File: src/rtl/alu_arbiter_if.sv
// Request/response and ALU bus between the two requesters, the shared ALU and
// the alu_arbiter. The master side is the requesters plus the ALU.
interface alu_arbiter_if #(
   parameter int WIDTH = 16,
   parameter int FW    = 5
);
   logic             req0_valid;
   logic             req0_ready;
   logic [WIDTH-1:0] req0_a;
   logic [WIDTH-1:0] req0_b;
   logic [FW-1:0]    req0_f;
   logic             rsp0_valid;
   logic             rsp0_ready;
   logic [WIDTH-1:0] rsp0_s;

   logic             req1_valid;
   logic             req1_ready;
   logic [WIDTH-1:0] req1_a;
   logic [WIDTH-1:0] req1_b;
   logic [FW-1:0]    req1_f;
   logic             rsp1_valid;
   logic             rsp1_ready;
   logic [WIDTH-1:0] rsp1_s;

   logic [WIDTH-1:0] alu_a;
   logic [WIDTH-1:0] alu_b;
   logic [FW-1:0]    alu_f;
   logic [WIDTH-1:0] alu_s;

   modport master (
      output req0_valid, req0_a, req0_b, req0_f, rsp0_ready,
      output req1_valid, req1_a, req1_b, req1_f, rsp1_ready,
      output alu_s,
      input  req0_ready, rsp0_valid, rsp0_s,
      input  req1_ready, rsp1_valid, rsp1_s,
      input  alu_a, alu_b, alu_f
   );

   modport slave (
      input  req0_valid, req0_a, req0_b, req0_f, rsp0_ready,
      input  req1_valid, req1_a, req1_b, req1_f, rsp1_ready,
      input  alu_s,
      output req0_ready, rsp0_valid, rsp0_s,
      output req1_ready, rsp1_valid, rsp1_s,
      output alu_a, alu_b, alu_f
   );
endinterface

File: src/rtl/alu_arbiter.sv
// Two-port round-robin arbiter/sequencer for the shared combinational ALU.
// Define ALU_ARB_FIXED_PRIO_EN to make requester 0 always win a tie.
module alu_arbiter #(
   parameter int WIDTH = 16,
   parameter int FW    = 5
) (
   input logic         clk,
   input logic         rst,
   alu_arbiter_if.slave bus
);

`ifdef ALU_ARB_FIXED_PRIO_EN
   localparam bit FIXED_PRIO = 1'b1;
`else
   localparam bit FIXED_PRIO = 1'b0;
`endif

   typedef enum logic [1:0] {
      IDLE,
      EXEC,
      RESP
   } state_t;

   state_t           state;
   logic [WIDTH-1:0] op_a;
   logic [WIDTH-1:0] op_b;
   logic [FW-1:0]    op_f;
   logic             owner;
   logic             last_grant;
   logic             rsp0_valid_q;
   logic             rsp1_valid_q;
   logic [WIDTH-1:0] rsp0_s_q;
   logic [WIDTH-1:0] rsp1_s_q;

   logic             gnt_valid;
   logic             gnt_id;
   logic             owner_ready;

   // NOTE: every signal assigned in always_comb gets a default first, so no
   // path through the block can leave it unassigned and infer a latch.
   always_comb begin
      gnt_valid = 1'b0;
      gnt_id    = 1'b0;
      if (state == IDLE && !rst) begin
         if (bus.req0_valid && bus.req1_valid) begin
            gnt_valid = 1'b1;
            gnt_id    = FIXED_PRIO ? 1'b0 : ~last_grant;
         end else if (bus.req0_valid) begin
            gnt_valid = 1'b1;
            gnt_id    = 1'b0;
         end else if (bus.req1_valid) begin
            gnt_valid = 1'b1;
            gnt_id    = 1'b1;
         end
      end
   end

   assign bus.req0_ready = gnt_valid & ~gnt_id;
   assign bus.req1_ready = gnt_valid &  gnt_id;
   assign owner_ready    = owner ? bus.rsp1_ready : bus.rsp0_ready;

   // The ALU only ever sees registered operands, never the request ports.
   assign bus.alu_a = op_a;
   assign bus.alu_b = op_b;
   assign bus.alu_f = op_f;

   assign bus.rsp0_valid = rsp0_valid_q;
   assign bus.rsp1_valid = rsp1_valid_q;
   assign bus.rsp0_s     = rsp0_s_q;
   assign bus.rsp1_s     = rsp1_s_q;

   // NOTE: reset is synchronous, so it sits inside the clocked block and is
   // tested first; it therefore overrides any handshake in the same cycle.
   always_ff @(posedge clk) begin
      if (rst) begin
         state        <= IDLE;
         op_a         <= '0;
         op_b         <= '0;
         op_f         <= '0;
         owner        <= 1'b0;
         last_grant   <= 1'b1;
         rsp0_valid_q <= 1'b0;
         rsp1_valid_q <= 1'b0;
         rsp0_s_q     <= '0;
         rsp1_s_q     <= '0;
      end else begin
         // NOTE: non-blocking assignments throughout, so every register
         // samples pre-edge values regardless of statement order.
         unique case (state)
            IDLE: begin
               if (gnt_valid) begin
                  op_a       <= gnt_id ? bus.req1_a : bus.req0_a;
                  op_b       <= gnt_id ? bus.req1_b : bus.req0_b;
                  op_f       <= gnt_id ? bus.req1_f : bus.req0_f;
                  owner      <= gnt_id;
                  last_grant <= gnt_id;
                  state      <= EXEC;
               end
            end
            EXEC: begin
               // Result is captured straight into the owner's response
               // register, which then holds it after the handshake.
               if (owner) begin
                  rsp1_s_q     <= bus.alu_s;
                  rsp1_valid_q <= 1'b1;
               end else begin
                  rsp0_s_q     <= bus.alu_s;
                  rsp0_valid_q <= 1'b1;
               end
               state <= RESP;
            end
            RESP: begin
               if (owner_ready) begin
                  rsp0_valid_q <= 1'b0;
                  rsp1_valid_q <= 1'b0;
                  state        <= IDLE;
               end
            end
            default: state <= IDLE;
         endcase
      end
   end

endmodule

File: src/flat_wrapper.sv
// flat-port wrapper written by rule: the top's interface ports become plain ports
module alu_arbiter_flat 
#(
   parameter int WIDTH = 16,
   parameter int FW    = 5
)
  (clk, rst, bus_req0_valid, bus_req0_a, bus_req0_b, bus_req0_f, bus_rsp0_ready, bus_req1_valid, bus_req1_a, bus_req1_b, bus_req1_f, bus_rsp1_ready, bus_alu_s, bus_req0_ready, bus_rsp0_valid, bus_rsp0_s, bus_req1_ready, bus_rsp1_valid, bus_rsp1_s, bus_alu_a, bus_alu_b, bus_alu_f);
  alu_arbiter_if #(.WIDTH(WIDTH), .FW(FW)) bus_i ();
  input logic clk;
  input logic rst;
  input wire logic [$bits(bus_i.req0_valid)-1:0] bus_req0_valid;
  input wire logic [$bits(bus_i.req0_a)-1:0] bus_req0_a;
  input wire logic [$bits(bus_i.req0_b)-1:0] bus_req0_b;
  input wire logic [$bits(bus_i.req0_f)-1:0] bus_req0_f;
  input wire logic [$bits(bus_i.rsp0_ready)-1:0] bus_rsp0_ready;
  input wire logic [$bits(bus_i.req1_valid)-1:0] bus_req1_valid;
  input wire logic [$bits(bus_i.req1_a)-1:0] bus_req1_a;
  input wire logic [$bits(bus_i.req1_b)-1:0] bus_req1_b;
  input wire logic [$bits(bus_i.req1_f)-1:0] bus_req1_f;
  input wire logic [$bits(bus_i.rsp1_ready)-1:0] bus_rsp1_ready;
  input wire logic [$bits(bus_i.alu_s)-1:0] bus_alu_s;
  output wire logic [$bits(bus_i.req0_ready)-1:0] bus_req0_ready;
  output wire logic [$bits(bus_i.rsp0_valid)-1:0] bus_rsp0_valid;
  output wire logic [$bits(bus_i.rsp0_s)-1:0] bus_rsp0_s;
  output wire logic [$bits(bus_i.req1_ready)-1:0] bus_req1_ready;
  output wire logic [$bits(bus_i.rsp1_valid)-1:0] bus_rsp1_valid;
  output wire logic [$bits(bus_i.rsp1_s)-1:0] bus_rsp1_s;
  output wire logic [$bits(bus_i.alu_a)-1:0] bus_alu_a;
  output wire logic [$bits(bus_i.alu_b)-1:0] bus_alu_b;
  output wire logic [$bits(bus_i.alu_f)-1:0] bus_alu_f;
  assign bus_i.req0_valid = bus_req0_valid;
  assign bus_i.req0_a = bus_req0_a;
  assign bus_i.req0_b = bus_req0_b;
  assign bus_i.req0_f = bus_req0_f;
  assign bus_i.rsp0_ready = bus_rsp0_ready;
  assign bus_i.req1_valid = bus_req1_valid;
  assign bus_i.req1_a = bus_req1_a;
  assign bus_i.req1_b = bus_req1_b;
  assign bus_i.req1_f = bus_req1_f;
  assign bus_i.rsp1_ready = bus_rsp1_ready;
  assign bus_i.alu_s = bus_alu_s;
  assign bus_req0_ready = bus_i.req0_ready;
  assign bus_rsp0_valid = bus_i.rsp0_valid;
  assign bus_rsp0_s = bus_i.rsp0_s;
  assign bus_req1_ready = bus_i.req1_ready;
  assign bus_rsp1_valid = bus_i.rsp1_valid;
  assign bus_rsp1_s = bus_i.rsp1_s;
  assign bus_alu_a = bus_i.alu_a;
  assign bus_alu_b = bus_i.alu_b;
  assign bus_alu_f = bus_i.alu_f;
  alu_arbiter #(.WIDTH(WIDTH), .FW(FW)) u_core (.clk(clk), .rst(rst), .bus(bus_i));
endmodule
File: config.mk
export PLATFORM = sky130hd
export DESIGN_NAME = alu_arbiter_flat
export DESIGN_NICKNAME = d
export VERILOG_FILES = /design/src/rtl/alu_arbiter_if.sv /design/src/rtl/alu_arbiter.sv /design/src/flat_wrapper.sv
export SDC_FILE = /design/constraint.sdc
export NUM_CORES = 1
export LEC_CHECK = 0
export CELL_PAD_IN_SITES_DETAIL_PLACEMENT = 2
export CELL_PAD_IN_SITES_GLOBAL_PLACEMENT = 2
export CORE_MARGIN = 1
export CORE_UTILIZATION = 23
export CTS_CLUSTER_DIAMETER = 120
export DETAILED_ROUTE_END_ITERATION = 8
export GPL_TIMING_DRIVEN = 1
export PLACE_DENSITY = 0.93
export SYNTH_ARGS = -nofsm -noshare
export SYNTH_HDL_FRONTEND = slang
export SYNTH_SLANG_ARGS = --single-unit
export TNS_END_PERCENT = 30
File: constraint.sdc
create_clock -name clk -period 2.65 [get_ports clk]
set_input_delay 0.3975 -clock clk [delete_from_list [all_inputs] [get_ports clk]]
set_output_delay 0.3975 -clock clk [all_outputs]
set_load 0.02 [all_outputs]
* After elaboration in Yosys (flattened, before gate mapping)
Cells that the tools add are included.
Storage, ports and cells: logic and storage cells 51, output and inout bits 73, memories 0, register bits 75, input bits 96, bits in read-only memories 0, bits in writable memories 0, bits in latches 0
Cells by class: multiply operators 0, shifts and indexed selects 0, bitwise gates (word level) 5, reduce and logical (&&, ||, !) cells 11, $lt $le $gt $ge 0, add/sub/neg operators 0, equality and inequality tests 6, divide/modulo/power cells 0, multiplexer cells 19
Operators by type and width (number):
- $mux 16 | 2
- $mux 1 | 11
- $reduce_and 2->1 | 4
- $ne 2x1->1 const B | 3
- $pmux 2 s3 | 1
- $reduce_and 3->1 | 2
- $mux 5 | 1
- $mux 2 | 2
- $pmux 1 s2 | 2
- $not 1->1 | 3
- $and 1x1->1 | 2
- $eq 2x1->1 const B | 1
- $eq 2x2->1 const B | 1
- $logic_and 1x1->1 | 2
- $logic_not 2->1 | 1
- $ne 2x2->1 const B | 1
- $reduce_bool 2->1 | 1
- $logic_not 1->1 | 1

* Depth between registers and ports, before layout
word-level depth 6, depth in mapped cells 9, depth with buffers taken out 7

* Least setup slack after synthesis
OpenSTA, ideal clock, no wires.
kind register -> output, start point reg u_core.state[0], end point out bus_req1_ready, required time 2.253 ns, slack 0.991 ns, path buffers 2, data arrival time 1.261 ns, cell stages (with the launch flop) 8, cells stage by stage dfxtp_1 -> inv_1 -> ha_1 -> nor2b_2 -> nand3_2 -> buf_6 -> clkinv_8 -> buf_12
Between the ends: longest elaborated chain between the ends 4, elaborated cells on any way between the ends 5, classes of those cells mux (2); bitwise (1); reduce/logical (2)
Ends and longest elaborated chain:
- from (decl) | line alu_arbiter.sv:24 | state_t state;
- from (signal assigned) | line alu_arbiter.sv:76 | state <= IDLE;
- from (signal assigned) | line alu_arbiter.sv:97 | state <= EXEC;
- from (signal assigned) | line alu_arbiter.sv:110 | state <= RESP;
- $logic_not 2->1 (*) | line alu_arbiter.sv:44 | if (state == IDLE && !rst) begin
- $logic_and 1x1->1 (*) | line alu_arbiter.sv:44
- $mux 1 | line alu_arbiter.sv:44
- $and 1x1->1 (*) | line alu_arbiter.sv:59 | assign bus.req1_ready = gnt_valid & gnt_id;
- to (decl) | line flat_wrapper.sv:25 | output wire logic [$bits(bus_i.req1_ready)-1:0] bus_req1_ready;
Every way passes the cells marked *; elsewhere a longest branch is shown, timed or not.

* Final worst setup path
Same ends and word-level chain as after synthesis.

==> flow_summary.toml <==
[yosys]
synth_nets = 449
yosys_warnings = 0
ys_seq_area_frac = 0.467
synth.distinct_cells = 24
synth.avg_cell_area_sq_um = 9.24
synth.ff_latch_count = 75
netlist_area_sq_um = 3210
syn_inst = 348

[flow_run]
maxCapViolCount = 0

[place]
dp_slack_ns = 0.387
gp_congestion = 0.734
placed_cell_area_sq_um = 4960
dp.cells = 671
post-dp-hpwl_mm = 8.47
io_buffers = 168

[finish]
syn2layout_area_growth_pct = 63.6
nets = 607
num_antenna_cells = 0
drive_above_1_share = 0.125
stdcell_count = 686
finalInstanceArea_sq_um = 5260

[drt]
wl_mm = 11.8
first_pass_iters = 4
top_layer = "met4"
viasPerCell = 4.63
route.detailed.drc = 0
drtIter0Drc = 97
wl_met1_mm = 4.34
num_vias = 3175
met3_length_um = 975
wl_per_cell_um = 17.2
wl_met2_mm = 6.31
drtAntennaViolNets = 0

[grt]
grt_first_pass_wirelength_mm = 18.5
grt_pass1_vias = 3624
track_usage = 0.167
antenna_found_initial = 0
grt_max_degree = 78
grt_overflow = 0

[cts]
clock_sinks = 75
cts_buffer_depth = 2
holdBufCountCts = 0
root_buffer = "clkbuf_16"
cts_resized = 0
cts_tree = "built"
clkTransAtPathRegs_ns = 0.06
worstSkewPairLatency_ns = 0.34
postCtsSetupRepairBufs = 0
numCtsBuffers = 9
h-tree-depth = 3

[setup_path]
critPathTopFamily = "buffers and inverters"
endpoint_kind = "output pin"
cp-start-kind = "flop"
crit_required_ns = 2.25
crit_chain = "inv_1, ha_1, nor2b_4, nand3_2, clkinv_8, clkdlybuf4s50_1"
worstPathArrival_ns = 2.14
slowest_stage = "clkdlybuf4s50_1"
worstPathMaxFanout = 4
path_class = "flop to output pin"
worst-path-buf-inv = 3
slowest_delay_ns = 0.60

[timing]
whs_ns = 0.461
final.min_clock_period_ns = 2.54
rsz0062_at_grt = "false"
fin_ws_ns = 0.114
slew_headroom = 0.427
fin_setup_tns_ns = 0
finalHoldViolations = 0
fin_crit_sh = 0.957
tightest_slew_ns = 0.859
clock_skew_ns = 0.00897
drv_slew = 0
finalSetupViolations = 0
max_freq_mhz = 394

[die]
core_area_sq_um = 13500
die_h_um = 120
die-width_um = 120
dieArea_sq_um = 14500
rows = 42
io_pins = 169
initial_core_util = 0.239

[power_and_ir_drop]
ir_worst_vdd_v = 0.000389
p_leak_nw = 1.83
cellPowerDensity_nw_per_um2 = 810

[outcome]
status = "finished, final reports clean"

[worst_hold_path]
min_path_type = "flop to flop"
[worst paths after layout]
path	from	endpoint	slack (ns)	depth (start not counted)
worst min-delay path	u_core.bus.rsp1_s[5]	u_core.bus.rsp1_s[5]	0.46	2
worst min register to register	u_core.bus.rsp1_s[5]	u_core.bus.rsp1_s[5]	0.46	2
worst max register to register	u_core.state[0]	u_core.bus.alu_b[8]	0.63	8
worst max-delay path	u_core.state[0]	bus_req1_ready	0.11	6
[per-stage QoR]
step | util | total power, mW
2_1_floorplan | - | 2.38
3_3_place_gp | 0.369 | 2.98
3_5_place_dp | 0.369 | 3.07
4_1_cts | 0.391 | 4.33
5_1_grt | 0.391 | 4.49
6_report | 0.391 | 4.26
[worst register-to-register path, cell delays in order (launching register included)]
cell and delay, ns:
dfxtp_1 0.35, inv_1 0.13, ha_1 0.21, nor2b_4 0.25, nand3_2 0.19, clkinv_8 0.07
buf_4 0.43, a22oi_2 0.10, a21oi_1 0.21
[power by group]
part           switching (mW)  internal (mW)
combinational           0.844          0.724
sequential              0.137           1.34
clock                   0.467          0.749
total                    1.45           2.81
[registers in the layout (all words and copies together), names as in the netlist]
| name | flops |
|---|---|
| u_core.bus.alu_a | 16 |
| u_core.bus.alu_b | 16 |
| u_core.bus.rsp0_s | 16 |
| u_core.bus.rsp1_s | 16 |
| u_core.bus.alu_f | 5 |
| u_core.state | 2 |
| u_core.bus.rsp0_valid | 1 |
| u_core.bus.rsp1_valid | 1 |
| u_core.last_grant | 1 |
| u_core.owner | 1 |
[cells by family (layout without fill, tap and decap cells)]
family / count (synthesis) / count (layout) / share of synthesized area
AO/OA/AOI/OAI: 106 / 106 / 0.246
adder cells (fa/ha/maj): 5 / 5 / 0.0195
buffers and inverters: 31 / 193 / 0.0732
flip-flops: 75 / 75 / 0.467
multiplexers: 10 / 10 / 0.0311
AND/OR/NAND/NOR: 121 / 121 / 0.163
[cells in the mapped netlist]
cell	n	area [sq um]
clkbuf_1	10	37.5
a21oi_1	57	285
nand2b_1	7	43.8
mux2i_1	10	100
a21oi_2	8	70.1
nor2b_2	1	8.76
nor2b_1	2	12.5
o21ai_2	1	8.76
o21ai_0	9	45.0
buf_12	3	60.1
ha_1	5	62.6
nand2_1	100	375
buf_2	7	35.0
and3_1	1	6.26
and2_1	1	6.26
clkinv_8	1	16.3
a22oi_1	1	7.51
a22oi_2	30	375
nand3b_1	8	60.1
nand3_2	1	10.0
buf_6	5	56.3
dfxtp_1	75	1500
buf_4	3	22.5
inv_1	2	7.51
[layer usage]
layer	up-vias	track usage
met5	-	0
met4	0	0.0502
met3	13	0.0689
met2	117	0.319
met1	1548	0.163
li1	1497	-
[layout make-up]
cell class | count | area (sq um)
sequential | 75 | 1500
timing repair buffer | 175 | 1730
inverter | 3 | 23.8
clock buffer | 11 | 243
multi-input combinational | 242 | 1490
clock inverter | 4 | 51.3
tap | 176 | 220
fill | 1487 | 8190
[cell usage in the layout, fill, tap and decap left out, drive strengths merged, types with 8 or more instances in the layout]
cell type,synthesis,routed
mux2i,10,10
nand3b,8,8
buf,18,8
a21oi,65,65
nand2,100,100
a22oi,31,31
dfxtp,75,75
o21ai,10,10
clkdlybuf4s50,0,167
clkbuf,10,11
Power figures use the tool's default switching activity.
